<file path="src/rtl/frame_task_scheduler.sv">
// Frame-rate task scheduler: derives a divided tick from VGA vsync and runs the
// enabled game-logic clients one at a time, each with a start/done handshake and a timeout.
module frame_task_scheduler #(
    parameter int NUM_CLIENTS    = 4,
    parameter int DIV_WIDTH      = 4,
    parameter int TIMEOUT_CYCLES = 4096,
    localparam int IDX_W         = (NUM_CLIENTS > 1) ? $clog2(NUM_CLIENTS) : 1
) (
    input  logic                   Clk,
    input  logic                   Reset,
    input  logic                   VGA_VS,
    input  logic [DIV_WIDTH-1:0]   frame_div,
    input  logic                   enable,
    input  logic [NUM_CLIENTS-1:0] client_en,
    input  logic [NUM_CLIENTS-1:0] done,
    input  logic                   clr_err,
    output logic [NUM_CLIENTS-1:0] start,
    output logic                   tick,
    output logic                   busy,
    output logic [IDX_W-1:0]       active_client,
    output logic [15:0]            frame_count,
    output logic                   overrun,
    output logic [NUM_CLIENTS-1:0] timeout_err
);

    localparam int TW = (TIMEOUT_CYCLES > 2) ? $clog2(TIMEOUT_CYCLES) : 1;
    localparam logic [TW-1:0] TMO_LAST = TW'(TIMEOUT_CYCLES - 1);

    typedef enum logic [1:0] {S_IDLE, S_START, S_WAIT, S_NEXT} state_t;

    state_t                 state;
    logic                   vs_sync1, vs_sync2, vs_hist, vs_rise_q;
    logic [DIV_WIDTH-1:0]   div_cnt;
    logic [DIV_WIDTH:0]     div_target, div_inc;
    logic [NUM_CLIENTS-1:0] pending;
    logic [TW-1:0]          tmo_cnt;

    function automatic logic [IDX_W-1:0] lowest_bit(input logic [NUM_CLIENTS-1:0] mask);
        lowest_bit = '0;
        for (int i = NUM_CLIENTS - 1; i >= 0; i--)
            if (mask[i]) lowest_bit = IDX_W'(i);
    endfunction

    function automatic logic [NUM_CLIENTS-1:0] one_hot(input logic [IDX_W-1:0] idx);
        one_hot = NUM_CLIENTS'(1) << idx;
    endfunction

    always_comb begin
        div_target = (frame_div == '0) ? (DIV_WIDTH+1)'(1) : {1'b0, frame_div};
        div_inc    = {1'b0, div_cnt} + (DIV_WIDTH+1)'(1);
    end

    // VS synchronizer, edge detect and divider. Sync flops reset high so a
    // VS held high through reset is not seen as a rising edge.
    always_ff @(posedge Clk) begin
        if (Reset) begin
            vs_sync1    <= 1'b1;
            vs_sync2    <= 1'b1;
            vs_hist     <= 1'b1;
            vs_rise_q   <= 1'b0;
            div_cnt     <= '0;
            tick        <= 1'b0;
            frame_count <= '0;
        end else begin
            vs_sync1  <= VGA_VS;
            vs_sync2  <= vs_sync1;
            vs_hist   <= vs_sync2;
            vs_rise_q <= vs_sync2 & ~vs_hist;
            tick      <= 1'b0;
            if (vs_rise_q) begin
                if (div_inc >= div_target) begin
                    tick        <= 1'b1;
                    div_cnt     <= '0;
                    frame_count <= frame_count + 16'd1;
                end else begin
                    div_cnt <= div_inc[DIV_WIDTH-1:0];
                end
            end
        end
    end

    always_ff @(posedge Clk) begin
        if (Reset) begin
            state         <= S_IDLE;
            pending       <= '0;
            tmo_cnt       <= '0;
            start         <= '0;
            busy          <= 1'b0;
            active_client <= '0;
            overrun       <= 1'b0;
            timeout_err   <= '0;
        end else begin
            start <= '0;
            // NOTE: clears are written before sets; the later non-blocking
            // assignment wins, so a same-cycle error event beats clr_err.
            if (clr_err) begin
                overrun     <= 1'b0;
                timeout_err <= '0;
            end
            if (tick && state != S_IDLE)
                overrun <= 1'b1;

            case (state)
                S_IDLE: begin
                    if (tick && enable && client_en != '0) begin
                        pending       <= client_en;
                        active_client <= lowest_bit(client_en);
                        start         <= one_hot(lowest_bit(client_en));
                        busy          <= 1'b1;
                        state         <= S_START;
                    end
                end
                S_START: begin
                    tmo_cnt <= '0;
                    state   <= S_WAIT;
                end
                S_WAIT: begin
                    if (done[active_client]) begin
                        pending[active_client] <= 1'b0;
                        state                  <= S_NEXT;
                    end else if (tmo_cnt == TMO_LAST) begin
                        timeout_err[active_client] <= 1'b1;
                        pending[active_client]     <= 1'b0;
                        state                      <= S_NEXT;
                    end else begin
                        tmo_cnt <= tmo_cnt + TW'(1);
                    end
                end
                S_NEXT: begin
                    if (pending != '0) begin
                        active_client <= lowest_bit(pending);
                        start         <= one_hot(lowest_bit(pending));
                        state         <= S_START;
                    end else begin
                        busy  <= 1'b0;
                        state <= S_IDLE;
                    end
                end
                default: state <= S_IDLE;
            endcase
        end
    end

endmodule
</file>
<file path="config.mk">
export PLATFORM = sky130hd
export DESIGN_NAME = frame_task_scheduler
export DESIGN_NICKNAME = d
export VERILOG_FILES = /design/src/rtl/frame_task_scheduler.sv
export SDC_FILE = /design/constraint.sdc
export NUM_CORES = 1
export LEC_CHECK = 0
export ABC_AREA = 1
export ABC_CLOCK_PERIOD_IN_PS = 2300
export BUFFER_PORTS_ARGS = -buffer_cell sky130_fd_sc_hd__buf_2
export CAP_MARGIN = 20
export CELL_PAD_IN_SITES_DETAIL_PLACEMENT = 1
export CELL_PAD_IN_SITES_GLOBAL_PLACEMENT = 1
export CORE_MARGIN = 2
export CORE_UTILIZATION = 30
export DETAILED_ROUTE_END_ITERATION = 10
export MAX_ROUTING_LAYER = met4
export PLACE_DENSITY = 0.68
export SLEW_MARGIN = 30
export SYNTH_ARGS = -nofsm -noshare
export SYNTH_HDL_FRONTEND = slang
export SYNTH_SLANG_ARGS = --single-unit
</file>
<file path="constraint.sdc">
create_clock -name Clk -period 2.3 [get_ports Clk]
set_clock_uncertainty 0.05 [all_clocks]
set_input_delay 0.345 -clock Clk [delete_from_list [all_inputs] [get_ports Clk]]
set_output_delay 0.345 -clock Clk [all_outputs]
set_load 0.01 [all_outputs]
</file>
Yosys cells after proc, flatten, opt, wreduce, memory -nomap -nowiden. Index checks and enable logic that the tools add are counted.

Register bits after elaboration: 55. Input port bits: 17. Output and inout bits: 29.

Equality and inequality tests: 10. Reductions and logical operators: 20. Add/subtract/negate cells: 3. Shift-type cells: 2. Bitwise logic cells: 6. Magnitude comparators: 3. Mux-type cells: 47.

Operators by type and width (count): $mux W4 (12); $mux W2 (17); $mux W12 (2); $pmux W12 S2 (1); $add A16 B1 Y16 const B (1); $pmux W4 S2 (2); $add A12 B1 Y12 const B (1); $eq A12 B12 Y1 const B (1); $reduce_and A3 Y1 (4); $ne A2 B2 Y1 const B (5); $reduce_bool A2 Y1 (5); $mux W1 (8); $pmux W2 S4 (1); $reduce_bool A4 Y1 (2); $shl A1 B2 Y4 const A (2); $add A4 B1 Y5 const B (1); $ge A5 B4 Y1 (1); $and A4 B4 Y4 (1); $eq A2 B2 Y1 const B (2); $logic_and A1 B1 Y1 (4); $logic_not A4 Y1 (1); $not A4 Y4 (1); $or A4 B4 Y4 (1); $pmux W2 S2 (1); other kinds (12) (14).

Logic depth before layout (Yosys ltp). Gate-level depths: netlist (run 1).

Depth after elaboration: 10. Depth in mapped cells: 12. Depth with buffers taken out: 12.

Worst setup path after synthesis (run 1). OpenSTA, ideal clock, no wires.

Path kind: register to register. From: register div_cnt[2]. To: register frame_count[2]. Period minus slack after synthesis: 1.820 ns. Slack: 0.480 ns. Setup time: 0.070 ns. Data required time: 2.180 ns. Data arrival time: 1.699 ns. Stages on the path, launching flop included: 11. Cell sequence: dfxtp_1 -> nand3_1 -> xor2_1 -> ha_1 -> a21oi_1 -> and2_1 -> nand2_1 -> nand2_2 -> buf_2 -> nand2_1 -> a21oi_1.

Longest elaborated chain between the ends: 3.

RTL lines: start, declared (line 33) `logic [DIV_WIDTH-1:0] div_cnt;`; start signal, assigned (line 76) `div_cnt <= div_inc[DIV_WIDTH-1:0];`; $add A4 B1 Y5 (line 50) `div_inc = {1'b0, div_cnt} + (DIV_WIDTH+1)'(1);`; $ge A5 B4 Y1 (line 71) `if (div_inc >= div_target) begin`; $reduce_and A2 Y1 (no line); end signal, assigned (line 74) `frame_count <= frame_count + 16'd1;`; end, declared (line 21) `output logic [15:0] frame_count,`.

No other way between the ends. A chain may end at the register's enable or synchronous reset.

Worst setup path after layout (run 1).
From: register div_cnt[0]. To: register frame_count[14].

The elaborated chain is that of the path after synthesis.

==> results of run 1 <==
## worst max path at each step
| stage | end | slack [ps] | cells after the start |
|---|---|---|---|
| after floorplan | frame_count[2] | 480 | 10 |
| after global placement | frame_count[6] | 210 | 10 |
| after detailed placement | frame_count[14] | 60 | 10 |
| after CTS | frame_count[14] | 80 | 9 |
| after global routing | frame_count[14] | 8 | 11 |
| final | frame_count[14] | 240 | 11 |
## metrics by stage
step / setup WS [ps] / area, sq um / utilization, % / cells / total power, mW
floorplan: 480.2 / 3159 / - / 484 / 1.244
global placement: 206.2 / 3518 / 34.23 / 657 / 1.323
detailed placement: 64.15 / 3518 / 34.23 / 657 / 1.332
CTS: 75.86 / 3603 / 35.06 / 665 / 1.894
global route: 7.594 / 3628 / 35.31 / 665 / 1.971
finish: 242.3 / 3628 / 35.31 / 665 / 1.860
## layout make-up
| type | count | area, sq um |
|---|---|---|
| fill | 1374 | 6649 |
| clock buffer | 6 | 72.57 |
| clock inverter | 2 | 12.51 |
| sequential | 55 | 1104 |
| timing repair buffer | 51 | 270.3 |
| multi-input combinational | 360 | 1793 |
| tap | 136 | 170.2 |
| inverter | 55 | 206.4 |
## worst reg2reg max path: stages, from the launching register on
cell,delay [ps]
dfxtp_2,370
ha_1,190
xor2_1,220
ha_1,280
nand2_1,60
inv_1,40
nand2_1,120
nand2_1,110
nand2_4,140
buf_4,190
nand2_1,70
a21oi_1,160
## cells in the mapped netlist (5+ instances only)
| master | n | share of area (%) |
|---|---|---|
| dfxtp_1 | 55 | 35 |
| o21ai_0 | 15 | 2.4 |
| clkbuf_1 | 6 | 0.71 |
| buf_2 | 5 | 0.79 |
| nand2_1 | 150 | 18 |
| xnor2_1 | 10 | 2.8 |
| nor3_1 | 6 | 0.95 |
| a21oi_1 | 38 | 6.0 |
| ha_1 | 11 | 4.4 |
| nor2_1 | 55 | 6.5 |
| nand4_1 | 9 | 1.8 |
| nand3_1 | 37 | 5.9 |
| inv_1 | 53 | 6.3 |
## cells by family after synthesis
group | Yosys count | share of synthesized area [%]
DFF | 55 | 34.85
buffers and inverters | 69 | 9.108
xor gates and xnor gates | 14 | 3.881
AOI/OAI and AO/OA | 60 | 9.941
adders and majority gates | 11 | 4.356
and+or+nand+nor | 275 | 37.86
## layer usage
layer  up-vias  GRT usage, %  part of all wire [%]
met2        27         25.57                    48
met1      1502         19.70                    49
li1       1622             -                     -
met3        11         2.736                   2.4
met5         -             -                     0
met4         0         3.896                   1.4
## flip-flops by register name (all words and copies together), names as in the netlist
| register | flops |
|---|---|
| vs_hist | 1 |
| overrun | 1 |
| start | 4 |
| frame_count | 16 |
| div_cnt | 4 |
| pending | 4 |
| vs_sync1 | 1 |
| busy | 1 |
| vs_sync2 | 1 |
| vs_rise_q | 1 |
| active_client | 2 |
| state | 2 |
| timeout_err | 4 |
| tmo_cnt | 12 |
| tick | 1 |
## where the power goes
part / switching (mW) / internal, mW / leakage (nW) / total [mW]
clock: 0.338 / 0.214 / 0.0412 / 0.553
sequential: 0.0387 / 0.980 / 0.445 / 1.02
combinational: 0.190 / 0.0981 / 1.05 / 0.288
## what timing repair did
action / 4_1_cts / 5_1_grt
gates resized for setup: 0 / 6
endpoints found under the setup margin: 0 / 14
hold endpoints to repair: 0 / 0
==> parameters.txt, run 1 <==
Parameter                              Value

Cells and area
  Most frequent cells in the layout    nand2_1 (150), nor2_1 (55), inv_1 (53), dfxtp_1 (53), buf_2 (45)
  # diodes    0
  Most common cell after layout, fill and taps aside    nand2_1
  Area Overhead vs Synth    14.85%
  Ratio of cells with drive above 1 in the final layout    14.93%
  Final layout net count    556

Global routing
  Total congestion overflow after global routing    0
  Number of global-route vias before repair    3,051
  Maximum number of pins on one net before global-route repair    20
  Initial antenna violation count    0
  Wire length of the first global-routing pass    14,170 um
  Gr usage total    15.48%

Drt
  Total wire length after detailed routing    8367 um
  Post-route DRC violation count    0
  TritonRoute pass-1 iters    4
  DR WL/cell    12.58 um
  DRC violation total after the first TritonRoute iteration    132
  Drt via density    4.755
  Number of nets with antenna violations after detailed routing    0
  Via Count    3,162

Clocking
  Number of clock sinks    55
  TritonCTS buffer count    5
  CTS max path bufs    2
  Hold buffer count at cts    0
  Total setup buffers inserted after CTS    0
  Register clock-pin slew on the reported worst setup and hold paths    110 ps
  Maximum level of the CTS H-tree    2
  Clk Latency, worst-skew pair    320 ps
  Clock tree from TritonCTS    done
  Clock Root Buffer    clkbuf_8

Worst setup path
  Startpoint type of the worst setup path    flip-flop
  Element type at the critical path end    flip-flop
  Slowest cell delay on critical path    370 ps
  Worst setup startpoint    div_cnt[0]
  Critical path's slowest cell    dfxtp_2
  Crit Path Max Fanout    10
  Buf+Inv Stages, Crit Path    2
  Launch instance of the worst register-to-register path    div_cnt[0]
  Classification of the worst setup path    reg2reg
  Worst path required time    2500 ps
  Worst path most repeated cell    nand2_1
  Worst EP arrival    2260 ps
  Worst-path cell chain    ha_1 -> xor2_1 -> ha_1 -> nand2_1 -> inv_1 -> nand2_1 -> nand2_1 -> nand2_4 -> buf_4 -> nand2_1 -> a21oi_1
  Reg-to-reg setup timing slack    240 ps
  Critical R2R Capture    frame_count[14]
  Top delay family on crit path    simple AND/OR/NAND/NOR gates
  R2R cell count    11

Yosys
  Count of warnings emitted by yosys    0
  Seq cells post-synth    55
  Synthesized instance count    484
  Main synth FF type    dfxtp_1
  Post-synthesis cell type count    32
  Fraction of registers with async set or reset after synthesis    0%
  Post-Synthesis Cell Area    0.003159 sq mm
  Average footprint of a synthesized cell    6.527 sq um
  Mapped Nets    512
  EDFF count, synth    0
  Part of the Yosys area used for sequential elements    34.85%

Place
  Number of buffer cells added on primary ports    45
  Gpl congestion    0.8403
  HPWL after detailed placement    6664 um

Timing
  Total count of max-transition violations in the final report    0
  Period Utilization, post-route    89.46%
  RSZ-0062 raised after global routing    false
  Worst-case hold slack    156.6 ps
  Worst-margin pin slew    438.6 ps
  Achievable Freq    0.4860 GHz
  Clock period minus worst slack    2058 ps
  # setup viols final    0
  Total negative slack for setup checks    0 ps
  Worst slew margin relative to its limit    70.69%
  Number of hold-slack violations in the final timing report    0

Run status
  Result of the run    complete, no violations

Power and ir drop
  Power Density    512.7 mW/mm^2
  Worst ir drop on vdd    0.2065 mV
  Leakage    1.535 nW

Floorplanning
  Std-Cell Core Area    0.01028 sq mm
  Die ar.    0.01137 sq mm
  Die height    106.6 um
  Overall die width    106.6 um
  I/O pins    46
  Row count    37
  Initial core utilization    30.74%

Min path
  Hold Path Stages    2
  Worst hold endpoint    vs_sync1
  Worst min-delay path category    in2reg
  Start point of the worst hold path    VGA_VS

Job
  Number of maximum-capacitance violations    0
No activity file was read; power rests on OpenSTA's default activity.
==> run 2: changes to the inputs <==
- CELL_PAD_IN_SITES_DETAIL_PLACEMENT: 1 -> unset
- CELL_PAD_IN_SITES_GLOBAL_PLACEMENT: 1 -> unset
- PLACE_DENSITY: 0.68 -> 0.53
==> run 2 against run 1 <==
Effect of this change:
- sequential cell count unchanged
- die area unchanged
- total power increased by 0.45%
- critical path depth decreased by 1
- sequential power about the same
- critical endpoint unchanged
- combinational power decreased by 3%
- routed wire length decreased by 12%
- first-iteration DRC count increased by 9.1%
- worst setup slack improved by 34 ps
- global-route usage decreased by 1.5 points
- sequential share of layout area increased by 0.057 points
==> parameters.txt, run 2 (same netlist as run 1, synthesis figures left out) <==
Parameter                              Value

Timing
  Slack of the critical path    276.0 ps (was 242.3 ps)
  RSZ-0062 raised after global routing    false (unchanged)
  Period Utilization, post-route    88.00% (was 89.46%)
  Clock period minus worst slack    2024 ps (was 2058 ps)
  Total count of max-transition violations in the final report    0 (unchanged)
  Worst-case hold slack    168.9 ps (was 156.6 ps)
  Number of hold-slack violations in the final timing report    0 (unchanged)
  # setup viols final    0 (unchanged)
  Worst slew margin relative to its limit    69.25% (was 70.69%)
  Total negative slack for setup checks    0 ps (unchanged)
  Achievable Freq    0.4941 GHz (was 0.4860 GHz)
  Worst-margin pin slew    460.1 ps (was 438.6 ps)

Place
  Total instance count after detailed placement    657 (unchanged)
  Gpl congestion    0.9092 (was 0.8403)
  HPWL after detailed placement    5702 um (was 6664 um)
  Post-Place Setup Slack    203.2 ps (was 64.15 ps)
  Number of buffer cells added on primary ports    45 (unchanged)
  Placement Cell Area    0.003518 sq mm (unchanged)

Clocking
  Clk Latency, worst-skew pair    310 ps (was 320 ps)
  Post-CTS resize count    0 (unchanged)
  Number of clock sinks    55 (unchanged)
  Hold buffer count at cts    0 (unchanged)
  Maximum level of the CTS H-tree    2 (unchanged)
  Register clock-pin slew on the reported worst setup and hold paths    100 ps (was 110 ps)
  Clock tree from TritonCTS    done (unchanged)
  Clock Root Buffer    clkbuf_8 (unchanged)
  Total setup buffers inserted after CTS    0 (unchanged)
  TritonCTS buffer count    5 (unchanged)
  CTS max path bufs    2 (unchanged)

Worst setup path
  Crit Path Max Fanout    10 (unchanged)
  Worst EP arrival    2210 ps (was 2260 ps)
  Worst path required time    2490 ps (was 2500 ps)
  Classification of the worst setup path    reg2reg (unchanged)
  Startpoint type of the worst setup path    flip-flop (unchanged)
  Element type at the critical path end    flip-flop (unchanged)

Cells and area
  Most frequent cells in the layout    nand2_1 (150), nor2_1 (55), dfxtp_1 (55) (was nand2_1 (150), nor2_1 (55), inv_1 (53), dfxtp_1 (53), buf_2 (45))
  Largest registers ranked by flip-flop count    frame_count: 16 flops, tmo_cnt: 12 flops (unchanged)
  Area Overhead vs Synth    14.38% (was 14.85%)
  Final Cell Area    0.003613 sq mm (was 0.003628 sq mm)
  Number of flip-flops under the largest register name    16 (unchanged)
  Most common cell after layout, fill and taps aside    nand2_1 (unchanged)
  Final layout net count    556 (unchanged)
  Ratio of cells with drive above 1 in the final layout    14.18% (was 14.93%)
  Most flop-heavy register    frame_count (unchanged)
  # diodes    0 (unchanged)
  Count of placed standard cells in the final layout, fillers left out    665 (unchanged)

Global routing
  Initial antenna violation count    0 (unchanged)
  Total congestion overflow after global routing    0 (unchanged)
  Wire length of the first global-routing pass    12,940 um (was 14,170 um)
  Maximum number of pins on one net before global-route repair    23 (was 20)
  Gr usage total    14.02% (was 15.48%)
  Number of global-route vias before repair    2,900 (was 3,051)

Floorplanning
  Overall die width    106.6 um (unchanged)
  Initial core utilization    30.74% (unchanged)
  I/O pins    46 (unchanged)
  Row count    37 (unchanged)
  Die height    106.6 um (unchanged)
  Std-Cell Core Area    0.01028 sq mm (unchanged)
  Die ar.    0.01137 sq mm (unchanged)

Power and ir drop
  Power Density    517.1 mW/mm^2 (was 512.7 mW/mm^2)
  Leakage    1.523 nW (was 1.535 nW)
  Worst ir drop on vdd    0.2347 mV (was 0.2065 mV)

Min path
  Worst min-delay path category    in2reg (unchanged)

Drt
  Total wire length after detailed routing    7367 um (was 8367 um)
  TritonRoute pass-1 iters    4 (unchanged)
  Drt via density    4.595 (was 4.755)
  Post-route DRC violation count    0 (unchanged)
  Via Count    3,056 (was 3,162)
  DR WL/cell    11.08 um (was 12.58 um)
  Number of nets with antenna violations after detailed routing    0 (unchanged)
  DRC violation total after the first TritonRoute iteration    144 (was 132)

Job
  Number of maximum-capacitance violations    0 (unchanged)

Run status
  Result of the run    complete, no violations (unchanged)
run 2: worst paths after layout:
kind,from,endpoint,slack [ps],cells past startpoint
setup / recovery,div_cnt[0],frame_count[14],280,10
hold / removal,VGA_VS,vs_sync1,170,2
setup reg to reg,div_cnt[0],frame_count[14],280,10
hold reg to reg,vs_hist,vs_rise_q,350,1
run 2: area by class of cell:
class                           count  area (sq um)
Fill cell                        1149          6664
Sequential cell                    55          1101
Inverter                           55         206.4
Clock inverter                      1         8.758
Timing Repair Buffer               51         270.3
Tap cell                          136         170.2
Clock buffer                        7         86.33
Multi-Input combinational cell    360          1770
run 2: critical path, cell delays in order, from the launching register on:
cell,delay (ps)
dfxtp_1,400
nand3_1,100
xor2_1,160
ha_1,310
a21oi_1,110
and2_1,160
nand2_1,80
nand2_2,180
buf_4,200
nand2_1,60
a21oi_1,150
run 2: through the flow:
stage                     power, mW  utilization [%]
after floorplan               1.244                -
after global placement        1.317            34.23
after detailed placement      1.320            34.23
after CTS                     1.905            35.16
after global routing          1.988            35.16
final                         1.869            35.16
run 2: power breakdown:
| group | leakage [nW] | internal (mW) | switching (mW) |
|---|---|---|---|
| logic | 1.03 | 0.0961 | 0.182 |
| clock network | 0.0484 | 0.248 | 0.325 |
| registers | 0.444 | 0.980 | 0.0365 |
run 2: metal layers:
| metal | GRT usage [%] | wire length [um] | vias to the layer above |
|---|---|---|---|
| met3 | 2.675 | 241 | 6 |
| met1 | 17.02 | 3536 | 1377 |
| met5 | - | 0 | - |
| met4 | 3.061 | 55 | 0 |
| met2 | 24.25 | 3534 | 42 |
| li1 | - | - | 1631 |
